<file path="src/rtl/mips_pkg.sv">
// Shared types and width defaults for the pipeline memory path.
package mips_pkg;

   localparam int ADDRESS_WIDTH_DEFAULT = 32;
   localparam int DATA_WIDTH_DEFAULT    = 32;

   typedef enum logic [1:0] {
      IDLE       = 2'd0,
      FETCH_BUSY = 2'd1,
      DATA_BUSY  = 2'd2,
      FETCH_DROP = 2'd3
   } arbiter_state_t;

endpackage

</file>
<file path="src/rtl/memory_grant_select.sv">
// Priority between fetch and data requests with a bounded data streak so a
// waiting fetch is not starved.
module memory_grant_select
   import mips_pkg::*;
#(
   parameter int DATA_STREAK_MAX = 4
) (
   input  logic clock,
   input  logic reset,
   input  logic idle,
   input  logic fetch_request,
   input  logic fetch_flush,
   input  logic fetch_done,
   input  logic data_request,
   input  logic data_done,
   output logic grant_fetch,
   output logic grant_data
);

   localparam int STREAK_WIDTH = $clog2(DATA_STREAK_MAX + 1);
   localparam logic [STREAK_WIDTH-1:0] STREAK_MAX = STREAK_WIDTH'(DATA_STREAK_MAX);

   logic [STREAK_WIDTH-1:0] data_streak;
   logic                    streak_full;
   logic                    fetch_ok;
   logic                    data_ok;

   assign streak_full = (data_streak == STREAK_MAX);

   // A port whose done pulse is high still shows its old request; ignore it.
   always_comb begin
      fetch_ok    = fetch_request & ~fetch_done & ~fetch_flush;
      data_ok     = data_request & ~data_done;
      grant_fetch = idle & fetch_ok & (~data_ok | streak_full);
      grant_data  = idle & data_ok & ~grant_fetch;
   end

   always_ff @(posedge clock) begin
      if (reset) begin
         data_streak <= '0;
      end else if (!fetch_request || grant_fetch) begin
         data_streak <= '0;
      end else if (grant_data && !streak_full) begin
         data_streak <= data_streak + 1'b1;
      end
   end

endmodule

</file>
<file path="src/rtl/memory_arbiter.sv">
// Single-outstanding-transaction arbiter between instruction fetch and data
// accesses on a shared single-port memory.
//
//   state      | meaning
//   -----------+-----------------------------------------------------------
//   IDLE       | no transaction outstanding; arbitrate pending requests
//   FETCH_BUSY | fetch issued, waiting for mem_ready
//   DATA_BUSY  | load/store issued, waiting for mem_ready
//   FETCH_DROP | flushed fetch still in flight; response is discarded
module memory_arbiter
   import mips_pkg::*;
#(
   parameter int ADDRESS_WIDTH   = ADDRESS_WIDTH_DEFAULT,
   parameter int DATA_WIDTH      = DATA_WIDTH_DEFAULT,
   parameter int DATA_STREAK_MAX = 4
) (
   input  logic                     clock,
   input  logic                     reset,
   input  logic                     fetch_request,
   input  logic [ADDRESS_WIDTH-1:0] fetch_address,
   input  logic                     fetch_flush,
   output logic                     fetch_done,
   output logic [DATA_WIDTH-1:0]    fetch_instruction,
   output logic                     fetch_stall,
   input  logic                     memory_read,
   input  logic                     memory_write,
   input  logic [ADDRESS_WIDTH-1:0] data_address,
   input  logic [DATA_WIDTH-1:0]    data_write_data,
   output logic                     data_done,
   output logic [DATA_WIDTH-1:0]    data_read_data,
   output logic                     data_stall,
   output logic                     mem_valid,
   output logic                     mem_write,
   output logic [ADDRESS_WIDTH-1:0] mem_address,
   output logic [DATA_WIDTH-1:0]    mem_write_data,
   input  logic [DATA_WIDTH-1:0]    mem_read_data,
   input  logic                     mem_ready
);

   arbiter_state_t state;
   arbiter_state_t state_next;
   logic           grant_fetch;
   logic           grant_data;
   logic           data_request;

   assign data_request = memory_read | memory_write;
   assign fetch_stall  = fetch_request & ~fetch_done;
   assign data_stall   = data_request & ~data_done;

   memory_grant_select #(
      .DATA_STREAK_MAX (DATA_STREAK_MAX)
   ) u_grant_select (
      .clock         (clock),
      .reset         (reset),
      .idle          (state == IDLE),
      .fetch_request (fetch_request),
      .fetch_flush   (fetch_flush),
      .fetch_done    (fetch_done),
      .data_request  (data_request),
      .data_done     (data_done),
      .grant_fetch   (grant_fetch),
      .grant_data    (grant_data)
   );

   always_ff @(posedge clock) begin
      if (reset) begin
         state <= IDLE;
      end else begin
         state <= state_next;
      end
   end

   always_comb begin
      state_next = state;
      case (state)
         IDLE: begin
            if (grant_fetch) begin
               state_next = FETCH_BUSY;
            end else if (grant_data) begin
               state_next = DATA_BUSY;
            end
         end
         FETCH_BUSY: begin
            if (mem_ready) begin
               state_next = IDLE;
            end else if (fetch_flush) begin
               state_next = FETCH_DROP;
            end
         end
         DATA_BUSY: begin
            if (mem_ready) begin
               state_next = IDLE;
            end
         end
         FETCH_DROP: begin
            if (mem_ready) begin
               state_next = IDLE;
            end
         end
         default: state_next = IDLE;
      endcase
   end

   always_ff @(posedge clock) begin
      if (reset) begin
         mem_valid         <= 1'b0;
         mem_write         <= 1'b0;
         mem_address       <= '0;
         mem_write_data    <= '0;
         fetch_done        <= 1'b0;
         data_done         <= 1'b0;
         fetch_instruction <= '0;
         data_read_data    <= '0;
      end else begin
         fetch_done <= 1'b0;
         data_done  <= 1'b0;
         case (state)
            IDLE: begin
               if (grant_fetch) begin
                  mem_valid      <= 1'b1;
                  mem_write      <= 1'b0;
                  mem_address    <= fetch_address;
                  mem_write_data <= '0;
               end else if (grant_data) begin
                  mem_valid      <= 1'b1;
                  mem_write      <= memory_write;
                  mem_address    <= data_address;
                  mem_write_data <= data_write_data;
               end
            end
            FETCH_BUSY: begin
               // A flush landing on the completion edge still discards the word.
               if (mem_ready) begin
                  mem_valid <= 1'b0;
                  if (!fetch_flush) begin
                     fetch_done        <= 1'b1;
                     fetch_instruction <= mem_read_data;
                  end
               end
            end
            DATA_BUSY: begin
               if (mem_ready) begin
                  mem_valid <= 1'b0;
                  data_done <= 1'b1;
                  if (!mem_write) begin
                     data_read_data <= mem_read_data;
                  end
               end
            end
            FETCH_DROP: begin
               if (mem_ready) begin
                  mem_valid <= 1'b0;
               end
            end
            default: mem_valid <= 1'b0;
         endcase
      end
   end

endmodule

</file>
<file path="config.mk">
export PLATFORM = sky130hd
export DESIGN_NAME = memory_arbiter
export DESIGN_NICKNAME = d
export VERILOG_FILES = /design/src/rtl/mips_pkg.sv /design/src/rtl/memory_grant_select.sv /design/src/rtl/memory_arbiter.sv
export SDC_FILE = /design/constraint.sdc
export NUM_CORES = 1
export LEC_CHECK = 0
export CAP_MARGIN = 10
export CORE_AREA = 4 4 118 120
export CTS_CLUSTER_DIAMETER = 100
export DETAILED_ROUTE_END_ITERATION = 6
export DIE_AREA = 0 0 122 124
export GPL_TIMING_DRIVEN = 0
export PLACE_DENSITY = 0.89
export SKIP_LAST_GASP = 1
export SYNTH_ARGS = -nofsm -noshare
export SYNTH_HDL_FRONTEND = slang
export SYNTH_HIERARCHICAL = 1
export SYNTH_SLANG_ARGS = --single-unit
</file>
<file path="constraint.sdc">
create_clock -name clock -period 3.86 [get_ports clock]
set_input_delay 0.965 -clock clock [delete_from_list [all_inputs] [get_ports clock]]
set_output_delay 0.965 -clock clock [all_outputs]
set_load 0.02 [all_outputs]
</file>
==> flow_summary.yaml, run 1 <==
detailed_routing:
  firstDrtPassIters: 4
  ant_nets: 0
  vias: 5548
  drc: 0
  routed_wl_mm: 18.4
  drtIter0Drc: 206
  routedWlPerCell_um: 16.6
  avgViaCountPerCell: 5.00
clocking:
  cts_tree: "done"
  numCtsBuffers: 17
  cts_setup_buffers: 0
  htreeDepth: 4
  clk-insertion-delay-late_ns: 0.41
  cts_resized: 0
  clockBufferDepth: 2
  hold_buffers: 0
  numClockSinks: 137
  clkTransAtPathRegs_ns: 0.06
  cts_root_buf: "clkbuf_16"
global_routing:
  grt_pass1_wl_mm: 28.1
  antenna_found_initial: 0
  grt_overflow: 0
  grt_usage_pct: 23.7
  grt_max_degree: 18
  grt_pass1_vias: 5656
setup_path:
  path_class: "in2out"
  startpoint_type: "input pin"
  worstReg2RegStart: "state[0]"
  endpoint_kind: "output port"
  required_ns: 2.89
  worst-path-max-fanout: 3
  cpMostUsedCell: "clkdlybuf4s50_1"
  arrival_ns: 2.43
  cp-startpoint: "memory_write"
  max_stage_delay_ns: 0.56
  crit_path_cell_trace: "clkdlybuf4s50_1 > or2_2 > nor2b_1 > clkdlybuf4s50_1"
  cp_slowest_cell: "clkdlybuf4s50_1"
min_path:
  hp-start: "fetch_instruction[14]"
  hold_class: "reg2reg"
die:
  row_count: 42
  die_area_mm2: 0.0151
  die_x_um: 122
  io_pins: 269
  coreArea_mm2: 0.0130
  dieHeight_um: 124
  start_util_pct: 42.8
yosys:
  synth_mux_area_share_pct: 5.76
  synth_area_mm2: 0.00556
  synth_top_family_by_area: "compound AO/OA/AOI/OAI gates"
  yosys.area_share.adder_pct: 0.450
  syn_inst: 633
  synth_edf_count: 0
  synth.avg_cell_area_um2: 8.78
  async_reset_ff_share_pct: 0
  yosysSeqAreaShare_pct: 49.3
  synth_compound_area_share_pct: 23.3
  ys_warn_count: 6
  synth_xor_area_share_pct: 0
  syn_nets: 770
  synth_ff_type: "dfxtp_1"
  ys_ff_latch: 137
  yosys.area_share.simple_pct: 15.1
  synth.distinct_cells: 32
power:
  power_frac_seq_pct: 36.1
  worst_ir_drop_vdd_mv: 0.351
  p_int_uw: 3190
  pwr-share-clk_pct: 37.1
  power_density_mw_per_mm2: 496
  comb_power_share_pct: 26.8
  p_sw_uw: 1310
  switching_share_pct: 29.1
  leakage_uw: 0.00316
final_layout:
  drive_above_1_share_pct: 10.7
  final_util_pct: 69.9
  diodes: 0
  fin_nets: 1057
  syn_to_final_growth_pct: 63.3
  post-route-cell-area_mm2: 0.00908
job:
  max_cap_violations: 0
sta:
  min_period_ns: 3.39
  hold_viol_final: 0
  slew_viol_final: 0
  grt_setup_unrepaired: "no"
  relSlewSlack_pct: 52.7
  fin_worst_skew_ns: 0.00493
  tightest_slew_ns: 0.709
  tns_ns: 0
  finalSetupViolCount: 0
  clock.fmax_mhz: 295
  fin_crit_sh_pct: 87.9
status:
  status: "complete, no violations"
placed_design:
  dpl.hpwl_mm: 13.8
  routabilityCongestion: 0.781
  placed_area_mm2: 0.00846
  io_buffers: 268
## metal layers
layer,GRT usage (%),wire (µm),up-vias
li1,-,-,2745
met1,25.4,6930,2531
met2,40.6,8910,221
met3,10.7,1900,51
met4,10.2,626,0
met5,0,0,-
## power groups by stage
stage / registers, µW / logic, µW / clock network (µW)
6_report: 1630 / 1200 / 1670
5_1_grt: 1640 / 1300 / 1760
4_1_cts: 1630 / 1210 / 1700
3_5_place_dp: 1650 / 1210 / 0
3_3_place_gp: 1650 / 1190 / 0
2_1_floorplan: 1810 / 489 / 0
## cell families after synthesis
logic type      Yosys count
buf+inv                  60
flops                   137
fa+ha+maj                 2
compound gates          210
mux                      32
simple gates            192
## path summary, 6_finish.rpt
path                                              end  depth (start not counted)  slack [ns]
worst min register to register  fetch_instruction[14]                          2        0.45
worst min-delay path            fetch_instruction[14]                          2        0.45
worst max-delay path                       data_stall                          4        0.47
worst max register to register        mem_address[11]                         13        1.13
## registers in the layout (all words and copies together), names as in the netlist
signal / flops
mem_valid: 1
fetch_instruction: 32
mem_address: 32
mem_write: 1
u_grant_select/data_streak: 3
data_done: 1
mem_write_data: 32
data_read_data: 32
state: 2
fetch_done: 1
## Yosys cell counts, types with 2 or more instances
cell / n / area (µm²)
a211oi_2: 27 / 338
nor2_1: 5 / 18.8
o211ai_1: 5 / 37.5
inv_1: 2 / 7.51
nand2_1: 164 / 616
and4bb_2: 3 / 37.5
a211oi_1: 5 / 37.5
nand2b_1: 3 / 18.8
a21oi_1: 134 / 671
or2_1: 2 / 12.5
nor2b_1: 6 / 37.5
buf_4: 5 / 37.5
clkbuf_1: 25 / 93.8
nor2_4: 2 / 22.5
dfxtp_1: 137 / 2740
nand4bb_1: 3 / 33.8
mux2i_1: 32 / 320
o21ai_1: 14 / 70.1
o21ai_0: 20 / 100
buf_6: 8 / 90.1
buf_2: 19 / 95.1
ha_1: 2 / 25.0
## through the flow
step	setup slack, ns	cells	hold slack [ns]	power (µW)
2_1_floorplan	1.31	633	0.496	2300
3_3_place_gp	0.470	1077	0.441	2830
3_5_place_dp	0.466	1077	0.446	2860
4_1_cts	0.465	1109	0.453	4530
5_1_grt	0.426	1109	0.472	4700
6_report	0.465	1109	0.452	4500
## final cells by class
cell class | instances | area [µm²]
multi-input combinational | 436 | 2480
fill | 981 | 3900
buffer | 57 | 317
tap | 176 | 220
clock inverter | 11 | 145
timing repair buffer | 268 | 2680
inverter | 3 | 16.3
clock buffer | 21 | 470
sequential | 137 | 2740
## cells in the final DEF (no fill, tap or decap), types with 5 or more instances in the layout
| master | count |
|---|---|
| a211oi_1 | 5 |
| buf_6 | 8 |
| mux2i_1 | 32 |
| clkbuf_16 | 17 |
| nand2_1 | 164 |
| o21ai_1 | 14 |
| nor2b_1 | 6 |
| clkbuf_1 | 26 |
| o21ai_0 | 20 |
| o211ai_1 | 5 |
| a211oi_2 | 27 |
| nor2_1 | 5 |
| dfxtp_1 | 137 |
| clkdlybuf4s50_1 | 268 |
| buf_4 | 5 |
| a21oi_1 | 134 |
| buf_2 | 19 |
## critical path: cells and delay by family
kind	cells	cell delay, ns
simple gates	2	0.48
buf+inv	2	0.97
Power figures use the tool's default switching activity.
==> inputs of run 2 (changes only) <==
--- a/constraint.sdc
+++ b/constraint.sdc
@@ -3,2 +3,2 @@
 set_output_delay 0.965 -clock clock [all_outputs]
-set_load 0.02 [all_outputs]
+set_load 0.05 [all_outputs]
==> results of run 2 <==
The final DEF is identical to that of run 1. Status: complete, no violations.
Among the figures that moved: setup slack after placement 0.466 ns -> 0.304 ns; setup slack after layout 0.465 ns -> 0.303 ns; total power 4500 µW -> 4800 µW; worst IR drop on VDD 0.351 mV -> 0.353 mV
==> variant (flow settings as in run 1) <==
Set the package constant `DATA_WIDTH_DEFAULT` to 16 (it was 32).
--- a/src/rtl/mips_pkg.sv
+++ b/src/rtl/mips_pkg.sv
@@ -3,5 +3,5 @@
 
    localparam int ADDRESS_WIDTH_DEFAULT = 32;
-   localparam int DATA_WIDTH_DEFAULT    = 32;
+   localparam int DATA_WIDTH_DEFAULT    = 16;
 
    typedef enum logic [1:0] {
Ports: changed (5 resized); port bits go from 269 to 189. No check against the original RTL was run, so the function may have changed too.
==> variant against run 1 <==
  * Synthesized area down 29%
  * Worst setup slack better by 0.015 ns
  * Final cell count decreased by 28%
  * Maximum frequency increased by 0.46%
  * Power down 33%
  * Cell area is 30% lower
  * Sequential share of layout area decreased by 2.2 points
  * Routed wire length decreased by 31%
  * Sequential cell count decreased by 48
  * Via count is 32% lower
  * Critical path type unchanged
  * Critical endpoint unchanged
  * Highest routed layer unchanged
==> variant: results (changes against run 1) <==
- Synth Area in Compound Gates: 25.7% (+2.4 points)
- Worst VDD drop: 0.211 mV (-40%)
- Leak pwr: 2.17 nW (-31%)
- Multiplexer area fraction after synthesis: 8.12% (+2.4 points)
- # H-tree levels: 3 (-1)
- Clock latency on the worst-skew pair: 0.34 ns (-0.07 ns)
- Routed via count: 3767 (-32%)
- Place WS: 0.482 ns (+0.0160 ns)
- Final wirelength: 12700 µm (-31%)
- Adder-cell share of the synthesized area: 0.634% (+0.18 points)
- Ys async rst share: 0% (unchanged)
- Share of layout cells above drive strength 1: 13.8% (+3.1 points)
- Finished Layout Cells: 799 (-28%)
- Placed cells: 785 (-27%)
- Status: finished clean
- Synth cell types: 37 (+16%)
- Largest cells by area after synthesis: dfxtp_1 (45%), a21oi_1 (9.6%), a211oi_2 (8.6%), mux2i_1 (8.1%), nand2_1 (8.0%)
- Sequential area share after synthesis: 45.1% (-4.2 points)
- Routability cong.: 0.759 (-2.8%)
- PortBufs: 188 (-30%)
- First DRT Iteration DRCs: 135 (-34%)
- CP arrival: 2.41 ns (-0.02 ns)
- Total CTS buffers: 9 (-8)
- First-pass GRT wire length: 19500 µm (-31%)
- Synth cell count leaders: dfxtp_1 (89), nand2_1 (84), a21oi_1 (76)
- Setup Skew: 0.00716 ns (+0.00223 ns)
- Number of nets in the layout: 725 (-31%)
- Syn_nets: 526 (-32%)
- Area post-placement: 6050 µm² (-29%)
variant: worst max-delay path, cell delays in order:
cell and delay, ns:
clkdlybuf4s50_1 0.41, or2_2 0.33, nor2b_1 0.14, clkdlybuf4s50_1 0.57
variant: where the power goes:
group          total, mW  internal, mW  switching [mW]
clock              0.945         0.594           0.351
combinational      0.963         0.468           0.495
sequential          1.08          1.03          0.0583
variant: final timing paths:
kind                            end  slack [ns]  cells after the start         startpoint
setup / recovery         data_stall        0.48                      4       memory_write
hold / removal    data_read_data[7]        0.45                      2  data_read_data[7]
setup reg to reg    mem_address[27]        1.14                     13           state[1]
hold reg to reg   data_read_data[7]        0.45                      2  data_read_data[7]
variant: layout make-up:
| class | instances | area (µm²) |
|---|---|---|
| clock buffers | 11 | 253 |
| well taps | 176 | 220 |
| plain buffers | 37 | 248 |
| inverters | 3 | 23.8 |
| fillers | 1246 | 6610 |
| clock inverters | 3 | 65.1 |
| multi-input cells | 292 | 1890 |
| flip-flops and latches | 89 | 1780 |
| repair buffers | 188 | 1880 |
variant: cells by family (layout without fill, tap and decap cells):
logic type,Yosys count,in the layout
AOI/OAI and AO/OA,146,146
and+or+nand+nor,112,112
DFF,89,89
buffers and inverters,40,242
muxes,32,32
adders and majority gates,2,2
variant: per-layer routing:
layer / GRT usage [%] / share of wire [%]
met5: 0 / 0
met2: 27.8 / 45
met1: 19.0 / 42
met3: 7.77 / 11
met4: 5.32 / 1.4
